File: config.mk
export PLATFORM = sky130hd
export DESIGN_NAME = axis_pattern_gen_v2
export DESIGN_NICKNAME = d
export VERILOG_FILES = /design/src/rtl/axis_pattern_gen_v2.sv
export SDC_FILE = /design/constraint.sdc
export NUM_CORES = 1
export LEC_CHECK = 0
export ABC_AREA = 1
export ABC_CLOCK_PERIOD_IN_PS = 6500
export CAP_MARGIN = 10
export CORE_AREA = 2 2 115 117
export DETAILED_ROUTE_END_ITERATION = 8
export DIE_AREA = 0 0 117 119
export PLACE_DENSITY = 0.63
export SYNTH_ARGS = -nofsm -noshare
export SYNTH_HDL_FRONTEND = slang
export SYNTH_SLANG_ARGS = --single-unit
File: constraint.sdc
create_clock -name clk_i -period 6.5 [get_ports clk_i]
set_clock_uncertainty 0.1 [all_clocks]
set_input_delay 1.95 -clock clk_i [delete_from_list [all_inputs] [get_ports clk_i]]
set_output_delay 1.95 -clock clk_i [all_outputs]
set_load 0.03 [all_outputs]
File: src/rtl/axis_pattern_gen_v2.sv
// AXI4-Stream video test-pattern source.
// Emits H_RES x V_RES frames of RGB565 (DATA_WIDTH=16) or RGB888 (DATA_WIDTH=24) pixels with
// start-of-frame on tuser[0] and end-of-line on tlast. Full tready backpressure, eight patterns
// (two animated), optional FRAME_GAP idle cycles after each frame.
// Ports:
//   clk_i, rst_i         : clock, synchronous active-high reset
//   mode_i               : pattern select, latched at each frame start
//   enable_i             : run request; a started frame always completes
//   m_axis_t*            : AXI4-Stream master (tdata/tvalid/tready/tlast/tuser)
//   frame_cnt_o          : completed frame count, wraps
//   busy_o               : high while a frame or the inter-frame gap is in progress
module axis_pattern_gen_v2 #(
  parameter int unsigned H_RES      = 800,
  parameter int unsigned V_RES      = 600,
  parameter int unsigned DATA_WIDTH = 16,
  parameter int unsigned USER_WIDTH = 1,
  parameter int unsigned FRAME_GAP  = 0
) (
  input  logic                  clk_i,
  input  logic                  rst_i,
  input  logic [2:0]            mode_i,
  input  logic                  enable_i,
  output logic [DATA_WIDTH-1:0] m_axis_tdata,
  output logic                  m_axis_tvalid,
  input  logic                  m_axis_tready,
  output logic                  m_axis_tlast,
  output logic [USER_WIDTH-1:0] m_axis_tuser,
  output logic [15:0]           frame_cnt_o,
  output logic                  busy_o
);

  if (!(DATA_WIDTH == 16 || DATA_WIDTH == 24)) begin : g_bad_width
    $error("axis_pattern_gen_v2: DATA_WIDTH must be 16 or 24");
  end

  localparam int unsigned XW = $clog2(H_RES);
  localparam int unsigned YW = $clog2(V_RES);
  localparam logic [XW-1:0] XMax = XW'(H_RES - 1);
  localparam logic [YW-1:0] YMax = YW'(V_RES - 1);
  localparam logic [15:0] GapLast = 16'(FRAME_GAP - 1);

  // Left edge of each colour bar.
  localparam int unsigned BarEdge [8] = '{0, H_RES / 8, 2 * H_RES / 8, 3 * H_RES / 8,
                                          4 * H_RES / 8, 5 * H_RES / 8, 6 * H_RES / 8,
                                          7 * H_RES / 8};

  typedef enum logic [1:0] {StIdle, StActive, StGap} state_e;

  state_e          state_q, state_d;
  logic [XW-1:0]   x_q, x_d;
  logic [YW-1:0]   y_q, y_d;
  logic [2:0]      mode_q, mode_d;
  logic [15:0]     frame_cnt_q, frame_cnt_d;
  logic [XW-1:0]   pos_q, pos_d;   // frame_cnt mod H_RES
  logic [1:0]      col_q, col_d;   // frame_cnt mod 3
  logic [15:0]     gap_q, gap_d;
  logic            busy_q, busy_d;
  logic            tvalid_q, tvalid_d;
  logic [DATA_WIDTH-1:0] tdata_q, tdata_d;
  logic            tlast_q, tlast_d;
  logic            tuser_q, tuser_d;

  // load_px: register the pixel at (x_d, y_d); clear_px: drop tvalid and zero the beat.
  logic            load_px, clear_px;

  // Control path.
  always_comb begin
    state_d     = state_q;
    x_d         = x_q;
    y_d         = y_q;
    mode_d      = mode_q;
    frame_cnt_d = frame_cnt_q;
    pos_d       = pos_q;
    col_d       = col_q;
    gap_d       = gap_q;
    load_px     = 1'b0;
    clear_px    = 1'b0;

    unique case (state_q)
      StIdle: begin
        if (enable_i) begin
          mode_d  = mode_i;
          x_d     = '0;
          y_d     = '0;
          state_d = StActive;
          load_px = 1'b1;
        end
      end
      StActive: begin
        // tvalid is always high here, so tready alone marks a transfer.
        if (m_axis_tready) begin
          load_px = 1'b1;
          if (x_q == XMax) begin
            x_d = '0;
            if (y_q == YMax) begin
              y_d         = '0;
              frame_cnt_d = frame_cnt_q + 16'd1;
              pos_d       = (pos_q == XMax) ? '0 : pos_q + XW'(1);
              col_d       = (col_q == 2'd2) ? 2'd0 : col_q + 2'd1;
              if (FRAME_GAP > 0) begin
                state_d  = StGap;
                gap_d    = '0;
                load_px  = 1'b0;
                clear_px = 1'b1;
              end else if (enable_i) begin
                mode_d = mode_i;
              end else begin
                state_d  = StIdle;
                load_px  = 1'b0;
                clear_px = 1'b1;
              end
            end else begin
              y_d = y_q + YW'(1);
            end
          end else begin
            x_d = x_q + XW'(1);
          end
        end
      end
      StGap: begin
        if (gap_q == GapLast) begin
          gap_d = '0;
          if (enable_i) begin
            mode_d  = mode_i;
            state_d = StActive;
            load_px = 1'b1;
          end else begin
            state_d = StIdle;
          end
        end else begin
          gap_d = gap_q + 16'd1;
        end
      end
      default: state_d = StIdle;
    endcase

    busy_d = (state_d != StIdle);
  end

  // Pixel generator: combinational from the next coordinates into the output register.
  logic [31:0]           xe;
  logic [7:0]            x8, y8, r8, g8, b8, v8;
  logic [2:0]            bar, rgb;
  logic [DATA_WIDTH-1:0] pix;

  always_comb begin
    xe  = 32'(x_d);
    x8  = xe[7:0];
    y8  = 8'(y_d);
    v8  = x8 ^ y8;
    bar = 3'd0;
    for (int k = 1; k < 8; k++) begin
      if (xe >= BarEdge[k]) bar = 3'(k);
    end
    unique case (bar)
      3'd0: rgb = 3'b111;  // white
      3'd1: rgb = 3'b110;  // yellow
      3'd2: rgb = 3'b011;  // cyan
      3'd3: rgb = 3'b010;  // green
      3'd4: rgb = 3'b101;  // magenta
      3'd5: rgb = 3'b100;  // red
      3'd6: rgb = 3'b001;  // blue
      default: rgb = 3'b000;
    endcase

    r8 = '0;
    g8 = '0;
    b8 = '0;
    unique case (mode_d)
      3'd0: r8 = '0;
      3'd1: begin r8 = '1; g8 = '1; b8 = '1; end
      3'd2: begin r8 = {8{rgb[2]}}; g8 = {8{rgb[1]}}; b8 = {8{rgb[0]}}; end
      3'd3: begin r8 = x8; g8 = x8; b8 = x8; end
      3'd4: if (!(x8[5] ^ y8[5])) begin r8 = '1; g8 = '1; b8 = '1; end
      3'd5: if (xe == 32'(pos_d)) begin r8 = '1; g8 = '1; b8 = '1; end
      3'd6: begin
        unique case (col_d)
          2'd0:    r8 = '1;
          2'd1:    g8 = '1;
          default: b8 = '1;
        endcase
      end
      default: begin r8 = v8; g8 = v8; b8 = v8; end
    endcase

    // Channels are MSB-aligned 8-bit values; RGB565 keeps the top 5/6/5 bits.
    if (DATA_WIDTH == 16) begin
      pix = DATA_WIDTH'(((32'(r8) >> 3) << 11) | ((32'(g8) >> 2) << 5) | (32'(b8) >> 3));
    end else begin
      pix = DATA_WIDTH'({r8, g8, b8});
    end

    tvalid_d = tvalid_q;
    tdata_d  = tdata_q;
    tlast_d  = tlast_q;
    tuser_d  = tuser_q;
    if (load_px) begin
      tvalid_d = 1'b1;
      tdata_d  = pix;
      tlast_d  = (x_d == XMax);
      tuser_d  = (x_d == '0) && (y_d == '0);
    end else if (clear_px) begin
      tvalid_d = 1'b0;
      tdata_d  = '0;
      tlast_d  = 1'b0;
      tuser_d  = 1'b0;
    end
  end

  always_ff @(posedge clk_i) begin
    if (rst_i) begin
      state_q     <= StIdle;
      x_q         <= '0;
      y_q         <= '0;
      mode_q      <= '0;
      frame_cnt_q <= '0;
      pos_q       <= '0;
      col_q       <= '0;
      gap_q       <= '0;
      busy_q      <= 1'b0;
      tvalid_q    <= 1'b0;
      tdata_q     <= '0;
      tlast_q     <= 1'b0;
      tuser_q     <= 1'b0;
    end else begin
      state_q     <= state_d;
      x_q         <= x_d;
      y_q         <= y_d;
      mode_q      <= mode_d;
      frame_cnt_q <= frame_cnt_d;
      pos_q       <= pos_d;
      col_q       <= col_d;
      gap_q       <= gap_d;
      busy_q      <= busy_d;
      tvalid_q    <= tvalid_d;
      tdata_q     <= tdata_d;
      tlast_q     <= tlast_d;
      tuser_q     <= tuser_d;
    end
  end

  assign m_axis_tdata  = tdata_q;
  assign m_axis_tvalid = tvalid_q;
  assign m_axis_tlast  = tlast_q;
  assign m_axis_tuser  = USER_WIDTH'(tuser_q);
  assign frame_cnt_o   = frame_cnt_q;
  assign busy_o        = busy_q;

endmodule
# Word-level counts from Yosys, hierarchy flattened
# Index checks and enable logic that the tools add are counted.
# word_totals
regBits,89
input_bits,7
# op_classes
addsub,6
n_lt_le_gt_ge,7
n_eq_ne,22
n_mux,67
bitwise_logic,4
reduce_logical,11
# op_table
op,count
8-bit one-hot mux with 7 select lines,3
10-bit two-way mux,12
16-bit two-way mux,3
10-bit equality test (second input constant),4
8-bit two-way mux,5
10-bit one-hot mux with 2 select lines,2
3-bit two-way mux,11
16-bit by 1-bit adder with 16-bit output (second input constant),2
10-bit by 1-bit adder with 10-bit output (second input constant),3
10-bit by 9-bit >= comparator with 1-bit output (second input constant),3
2-bit two-way mux,11
3-bit one-hot mux with 7 select lines,1
10-bit >= comparator (second input constant),2
10-bit zero test,2
3-bit equality test (second input constant),6
16-bit equality test (second input constant),1
1-bit two-way mux,16
16-bit by 11-bit OR with 16-bit output,1
16-bit by 5-bit OR with 16-bit output,1
3-bit by 2-bit equality test with 1-bit output (second input constant),4
10-bit equality test,1
10-bit by 7-bit >= comparator with 1-bit output (second input constant),1
10-bit by 8-bit >= comparator with 1-bit output (second input constant),1
3-bit one-hot mux with 3 select lines,1
other kinds (14),20

# Logic depth before layout (Yosys ltp)
# Gate-level depths: netlist of the first run.
# logic_depth
word_depth,18
ltp_mapped,22

# Worst setup path before layout of the first run
# No wires, ideal clock.
# synth_path
path_kind,input-to-reg
from,input port m_axis_tready
to,register frame_cnt_q[14] (netlist: frame_cnt_o[14])
arrival_time_ns,3.770
required_time_ns,6.270
path_slack_ns,2.500
cell_stages,14
cell_sequence,buf_4 inv_2 nor2_2 nand3_4 nor2_4 nand3_2 nor3_2 nand4_1 nor2_2 nand3_2 nor3b_2 nand2_1 nor2_1 nor3_2
# synth_via
elab_chain_cells,1
# synth_rtl
item,line_no,text
start: declaration,25,"input logic m_axis_tready,"
4-bit AND reduction (no line),n/a,
end signal: assignment,230,frame_cnt_q <= frame_cnt_d;
end: declaration,53,"logic [15:0] frame_cnt_q, frame_cnt_d;"
# Every way passes these cells.
# A chain may end at the register's enable or synchronous reset.

# Worst setup path in the final report of the first run
# layout_path
from,input port m_axis_tready
to,register tdata_q[7] (netlist: m_axis_tdata[7])
# layout_via
elab_chain_cells,16
# layout_rtl
item,line_no,text
10-bit two-way mux,91,if (m_axis_tready) begin
10-bit one-hot mux with 2 select lines,79,unique case (state_q)
10-bit by 7-bit >= comparator with 1-bit output,153,if (xe >= BarEdge[k]) bar = 3'(k);
1-bit two-way mux,153,
3-bit two-way mux (6 in a row),153,
"3-bit equality test, or another cell as far along",155,unique case (bar)
3-bit one-hot mux with 7 select lines,155,
8-bit one-hot mux with 7 select lines,169,unique case (mode_d)
16-bit by 11-bit OR with 16-bit output,188,pix = DATA_WIDTH'(((32'(r8) >> 3) << 11) | ((32'(g8) >> 2) << 5) | (32'(b8) >> 3));
16-bit by 5-bit OR with 16-bit output,188,
16-bit two-way mux,197,if (load_px) begin
end signal: assignment,236,tdata_q <= tdata_d;
end: declaration,59,"logic [DATA_WIDTH-1:0] tdata_q, tdata_d;"
# Parallel ways exist; a longest one is shown, timed or not.

==> metrics, run 1 <==
status=completed; fin worst setup slack=1750 ps; CP arrival=4860 ps; CP most frequent cell=nand2_1; ant diodes=0; Critical R2R Launch=x_q[0]; drt via density=5.13; Synth async-reset ratio=0%; maximum vdd drop=94.5 uV; clk slew on worst S/H paths=60 ps; startpoint types=primary input; Synthesized Nets=around 900; Num CTS Buffers=9; first-pass GRT wire length=25.7 mm; Yosys reg bits=between 80 and 90; full die area=13900 um^2; fill count=1284; compound-cell area share of the yosys netlist=roughly 13%; Vias=5680; Reg power frac=42.5%; adder-cell share of the synthesized area=1.11%; clock sinks=89; Combinational Power Share=15.0%; Post-synth top flop=dfxtp_1; Post-Place Worst Slack=~1400 ps; num rows=42; routability cong.=0.880; DR WL/cell=14.2 um; Tcrit/Tclk final=73.1%; Power Density=between 200 and 250 nW/um^2; slowest CP cell=clkdlybuf4s50_1; DRC=0; hold path start=gap_q[12]; crit path from=m_axis_tready; maximum root-to-sink buffer count=2; Crit. End Element=flop; XOR/XNOR Fraction of Synth Area=2.18%; worst-path cell chain=clkdlybuf4s50_1 -> buf_4 -> inv_2 -> nor2_2 -> nand3_4 -> a21oi_2 -> nand3_1 -> nand2_1 -> nand2_1 -> nand2_1 -> nor2_1 -> nand3_1 -> nor2_1 -> nand2_1 -> nand2_1 -> nor2_2 -> nand2_1 -> nand2_1 -> a21oi_1; sequential fraction of the synthesis area=31.6%; NetSw=approximately 370 uW; Final nets=between 900 and 1000; max incr delay on CP=450 ps; H-tree levels=3; final core utilization=50.9%; main combinational cell family by area after synthesis=simple AND/OR/NAND/NOR gates; CTS resizes=0; Max Clk Rate=0.210 GHz; post-synthesis mux area share=0.200%; Post-synth EDFFs=0; layout cells sized above 1=a little over a tenth; Setup Viol. Count Final=0; Detail Placement HPWL=11.8 mm; GRT Util Overall=roughly a quarter; first drt pass iteration count=5; Cell Area, Synth=5640 um^2; post-CTS setup buffers=0; Routed WL=15.7 mm; largest net degree at the start of global routing=69; Synth cell types=48; CTS root buf=clkbuf_16; Port Buffers=42; grt total ovfl=0; cts hold-fix bufs=0; cell-internal power=about 980 uW; min-delay worst type=reg -> reg; die outline height=119 um; leakage=0.00280 uW; area grow syn2layout=16.2%; Worst Max-Slew Pin Slew=983 ps; Max FO, Critical Path=17; sum of negative setup slack=0 ps; Sw Share=between 20 and 30%; Tmin final=about 4800 ps; yosys warns=0; Worst slew margin=between 30 and 40%; antenna-violating nets left=0; final hold violations=0; Syn Inst Count=between 800 and 900; Syn Area/Cell=6.36 um^2; total of max-cap violations=0; Slew Viols, Final=0; Initial Utilization=a little over two fifths; RSZ-0062 raised after global routing=no; Post-Synth Simple-Gate Area=between 40% and 50%; CP required=roughly 6600 ps; CP Class=in -> reg; antenna violations before repair=0; chip width=117 um; vias in the first global route=5147; core area=about 13000 um^2; Clk Latency, worst-skew pair=360 ps; CTS tree=done; I/O pin count=43; initial DRC count=a little under 400; Clock Power Share=42.5%
==> worst max-delay path: cells and delay by family <==
kind	cells	cell delay [ps]
compound gates	2	400
buf+inv	3	820
simple gates	14	1670
==> final cells by class <==
type,count,area (um^2),share of cell area (%)
inverters,112,420,6.42
flip-flops and latches,89,1780,27.2
clock inverters,4,77.6,1.18
well taps,176,220,3.36
multi-input cells,670,3370,51.4
repair buffers,45,438,6.69
clock buffers,11,243,3.71
==> logic make-up (layout without fill, tap and decap cells) <==
group | after synthesis | after routing
buf+inv | 127 | 172
flops | 89 | 89
compound gates | 123 | 123
simple gates | 527 | 527
fa+ha+maj | 5 | 5
mux | 1 | 1
xor+xnor | 14 | 14
==> power by group through the flow <==
stage / Clock (uW) / Combinational (uW) / Sequential, uW
finish: 574 / 202 / 573
global route: 610 / 222 / 575
CTS: 585 / 201 / 573
detailed placement: 0 / 200 / 585
global placement: 0 / 202 / 585
floorplan: 0 / 107 / 612
==> per-stage QoR <==
stage                     std cells  total power [uW]  hold slack [ps]  instance area, um^2
after floorplan                 886               719              334                 5640
after global placement         1092               787              349                 6230
after detailed placement       1092               785              354                 6230
after CTS                      1107              1360              364                 6550
after global routing           1107              1410              385                 6550
final                          1107              1350              361                 6550
==> cell usage after synthesis, drive strengths merged (2+ instances only) <==
master    n  area [um^2]
nand4    24          156
buf       6         31.3
nand3    79          521
a31oi     3         18.8
ha        5         62.6
o21bai    3         22.5
inv     112          420
xor2     14          123
clkbuf    9         33.8
a21oi    63          338
a32o      2         20.0
nand3b    2         15.0
nor2    130          549
nand2   264         1020
a211oi    3         22.5
dfxtp    89         1780
o21a      3         22.5
o211ai    2         20.0
nor3     18          126
and3      2         12.5
o21ai    39          206
nor3b     5         42.5
==> sequential cells by signal, indices dropped and copies added (netlist names) <==
| name | cells |
|---|---|
| gap_q | 16 |
| m_axis_tdata | 16 |
| frame_cnt_o | 16 |
| mode_q | 3 |
| busy_o | 1 |
| m_axis_tuser | 1 |
| y_q | 10 |
| m_axis_tvalid | 1 |
| x_q | 10 |
| m_axis_tlast | 1 |
| state_q | 2 |
| col_q | 2 |
| pos_q | 10 |
==> metal layers <==
layer	up-vias	routed length (um)	part of all wire [%]	track usage (%)
met5	-	0	0	0
met3	18	904	5.8	3.82
met1	2549	7610	48	33.8
met4	0	272	1.7	8.68
li1	2956	-	-	-
met2	157	6920	44	35.4
==> cell usage in the layout (no fill, tap or decap), drive strengths merged, types with 4 or more instances in the layout <==
| master | count |
|---|---|
| clkdlybuf4s50 | 41 |
| nand4 | 24 |
| xor2 | 14 |
| nand3 | 79 |
| nor2 | 130 |
| inv | 112 |
| clkbuf | 11 |
| dfxtp | 89 |
| a21oi | 63 |
| nor3 | 18 |
| nor3b | 5 |
| nand2 | 264 |
| buf | 4 |
| ha | 5 |
| o21ai | 39 |
==> path summary, 6_finish.rpt <==
kind	slack (ps)	end	cells past startpoint
setup / recovery	1750	m_axis_tdata[7]	19
hold / removal	360	gap_q[12]	2
setup reg to reg	3400	m_axis_tdata[15]	15
hold reg to reg	360	gap_q[12]	2
Power figures use the tool's default switching activity.
==> run 2, diff against run 1 <==
ABC_CLOCK_PERIOD_IN_PS = 4500   (was 6500)
clock period = 4.5 ns   (was 6.5 ns; I/O delays follow)
==> run 2 against run 1 <==
- hold slack lost 1.0 ps
- sequential share of layout area shrank 0.24 points
- utilization grew 0.46 points
- sequential cell count is the same
- via count grew 0.28%
- critical path type unchanged
- critical endpoint is now m_axis_tdata[10]
- largest power group is now sequential cells
==> metrics, run 2 (same netlist as run 1, synthesis figures left out) <==
fin worst setup slack=567 ps; Non-Filler Instances=roughly 1100; RSZ-0062 raised after global routing=no; ant diodes=0; fill count=1315; Port Buffers=42; layout cells sized above 1=a little under an eighth; DR WL/cell=13.7 um; Worst slew margin=between 40% and 50%; min-delay worst type=reg -> reg; DRC=0; num rows=42; CP Class=in -> reg; I/O pin count=43; sum of negative setup slack=0 ps; Power Total=approximately 1800 uW; Vias=around 5700; full die area=13900 um^2; Worst Max-Slew Pin Slew=about 790 ps; CP arrival=4030 ps; leakage=roughly 0.0028 uW; Detail Placement HPWL=about 12 mm; startpoint types=primary input; GRT Util Overall=23.5%; routability cong.=between 0.9 and 1; Post-Place Worst Slack=around 240 ps; cell-internal power=between 1000 and 1500 uW; final hold violations=0; Reg area=1780 um^2; die outline height=119 um; clock sinks=89; Reg power frac=between 40 and 50%; # placed instances=1105; fin area=6610 um^2; total of max-cap violations=0; grt total ovfl=0; CP required=4600 ps; maximum root-to-sink buffer count=2; clk slew on worst S/H paths=70 ps; first-pass GRT wire length=25.7 mm; core area=12900 um^2; Slew Viols, Final=0; maximum vdd drop=approximately 210 uV; most common cell after layout, fill and taps aside=nand2_1; Clock Power Share=39.1%; status=completed; largest net degree at the start of global routing=68; Combinational Power Share=16.2%; cts hold-fix bufs=0; first drt pass iteration count=5; initial DRC count=between 300 and 400; vias in the first global route=5191; Max FO, Critical Path=10; Tmin final=3930 ps; CTS resizes=0; Routed WL=15.3 mm; Setup Viol. Count Final=0; CTS root buf=clkbuf_16; placed inst area=6330 um^2; drt via density=5.08; Crit. End Element=flop; NetSw=542 uW; multi-input logic area=3370 um^2; most frequent cells in the layout=nand2_1, nor2_1, inv_1; Final nets=952; antenna-violating nets left=0; Num CTS Buffers=9; H-tree levels=3; area grow syn2layout=17.2%; Clk Latency, worst-skew pair=~350 ps; Initial Utilization=between 40% and 50%; Max Clk Rate=0.254 GHz; post-CTS setup buffers=0; chip width=117 um; Power Density=280 nW/um^2; antenna violations before repair=0; CTS tree=done; Sw Share=29.3%; Tcrit/Tclk final=87.4%
## run 2: layout make-up
| class | count | share of cell area (%) |
|---|---|---|
| clock buffer | 11 | 3.67 |
| clock inverter | 5 | 0.587 |
| inverter | 112 | 6.36 |
| multi-input combinational | 670 | 51.0 |
| sequential | 89 | 27.0 |
| tap | 176 | 3.33 |
| timing repair buffer | 58 | 8.10 |
## run 2: per-layer routing
metal / global-route usage (%) / share of wire [%] / vias to the layer above
li1: - / - / 2981
met1: 33.1 / 49 / 2548
met2: 34.6 / 43 / 137
met3: 5.19 / 5.1 / 30
met4: 9.12 / 3.0 / 0
met5: 0 / 0 / -
## run 2: through the flow
step | hold slack (ps) | util [%]
6_report | 360 | 51.3
4_1_cts | 364 | 51.3
2_1_floorplan | 334 | -
3_5_place_dp | 353 | 49.1
3_3_place_gp | 348 | 49.1
5_1_grt | 385 | 51.3
## run 2: worst paths after layout
path | startpoint | end | slack [ps] | cells past startpoint
setup / recovery | m_axis_tready | m_axis_tdata[10] | 570 | 18
hold / removal | gap_q[15] | gap_q[15] | 360 | 2
setup reg to reg | x_q[1] | m_axis_tdata[10] | 1360 | 15
hold reg to reg | gap_q[15] | gap_q[15] | 360 | 2
## run 2: power groups by stage
stage          registers [uW]  logic (uW)  clock network [uW]
6_report                  827         299                 723
5_1_grt                   829         328                 776
4_1_cts                   827         298                 741
3_5_place_dp              845         296                   0
3_3_place_gp              845         298                   0
2_1_floorplan             883         155                   0
## run 2: worst max-delay path, cell delays in order
cell and delay [ps]:
clkdlybuf4s50_1 660, nand2_1 140, nor2_1 160, nand2_1 80, o21ai_0 150, nand3_1 90, nand2_1 310, inv_1 150
nand3_1 110, nand2_1 50, nand3_1 100, nor2_1 50, nand2_1 110, nand2_1 80, nor2_2 220, nand2_1 80
nand2_1 70, a21oi_1 60
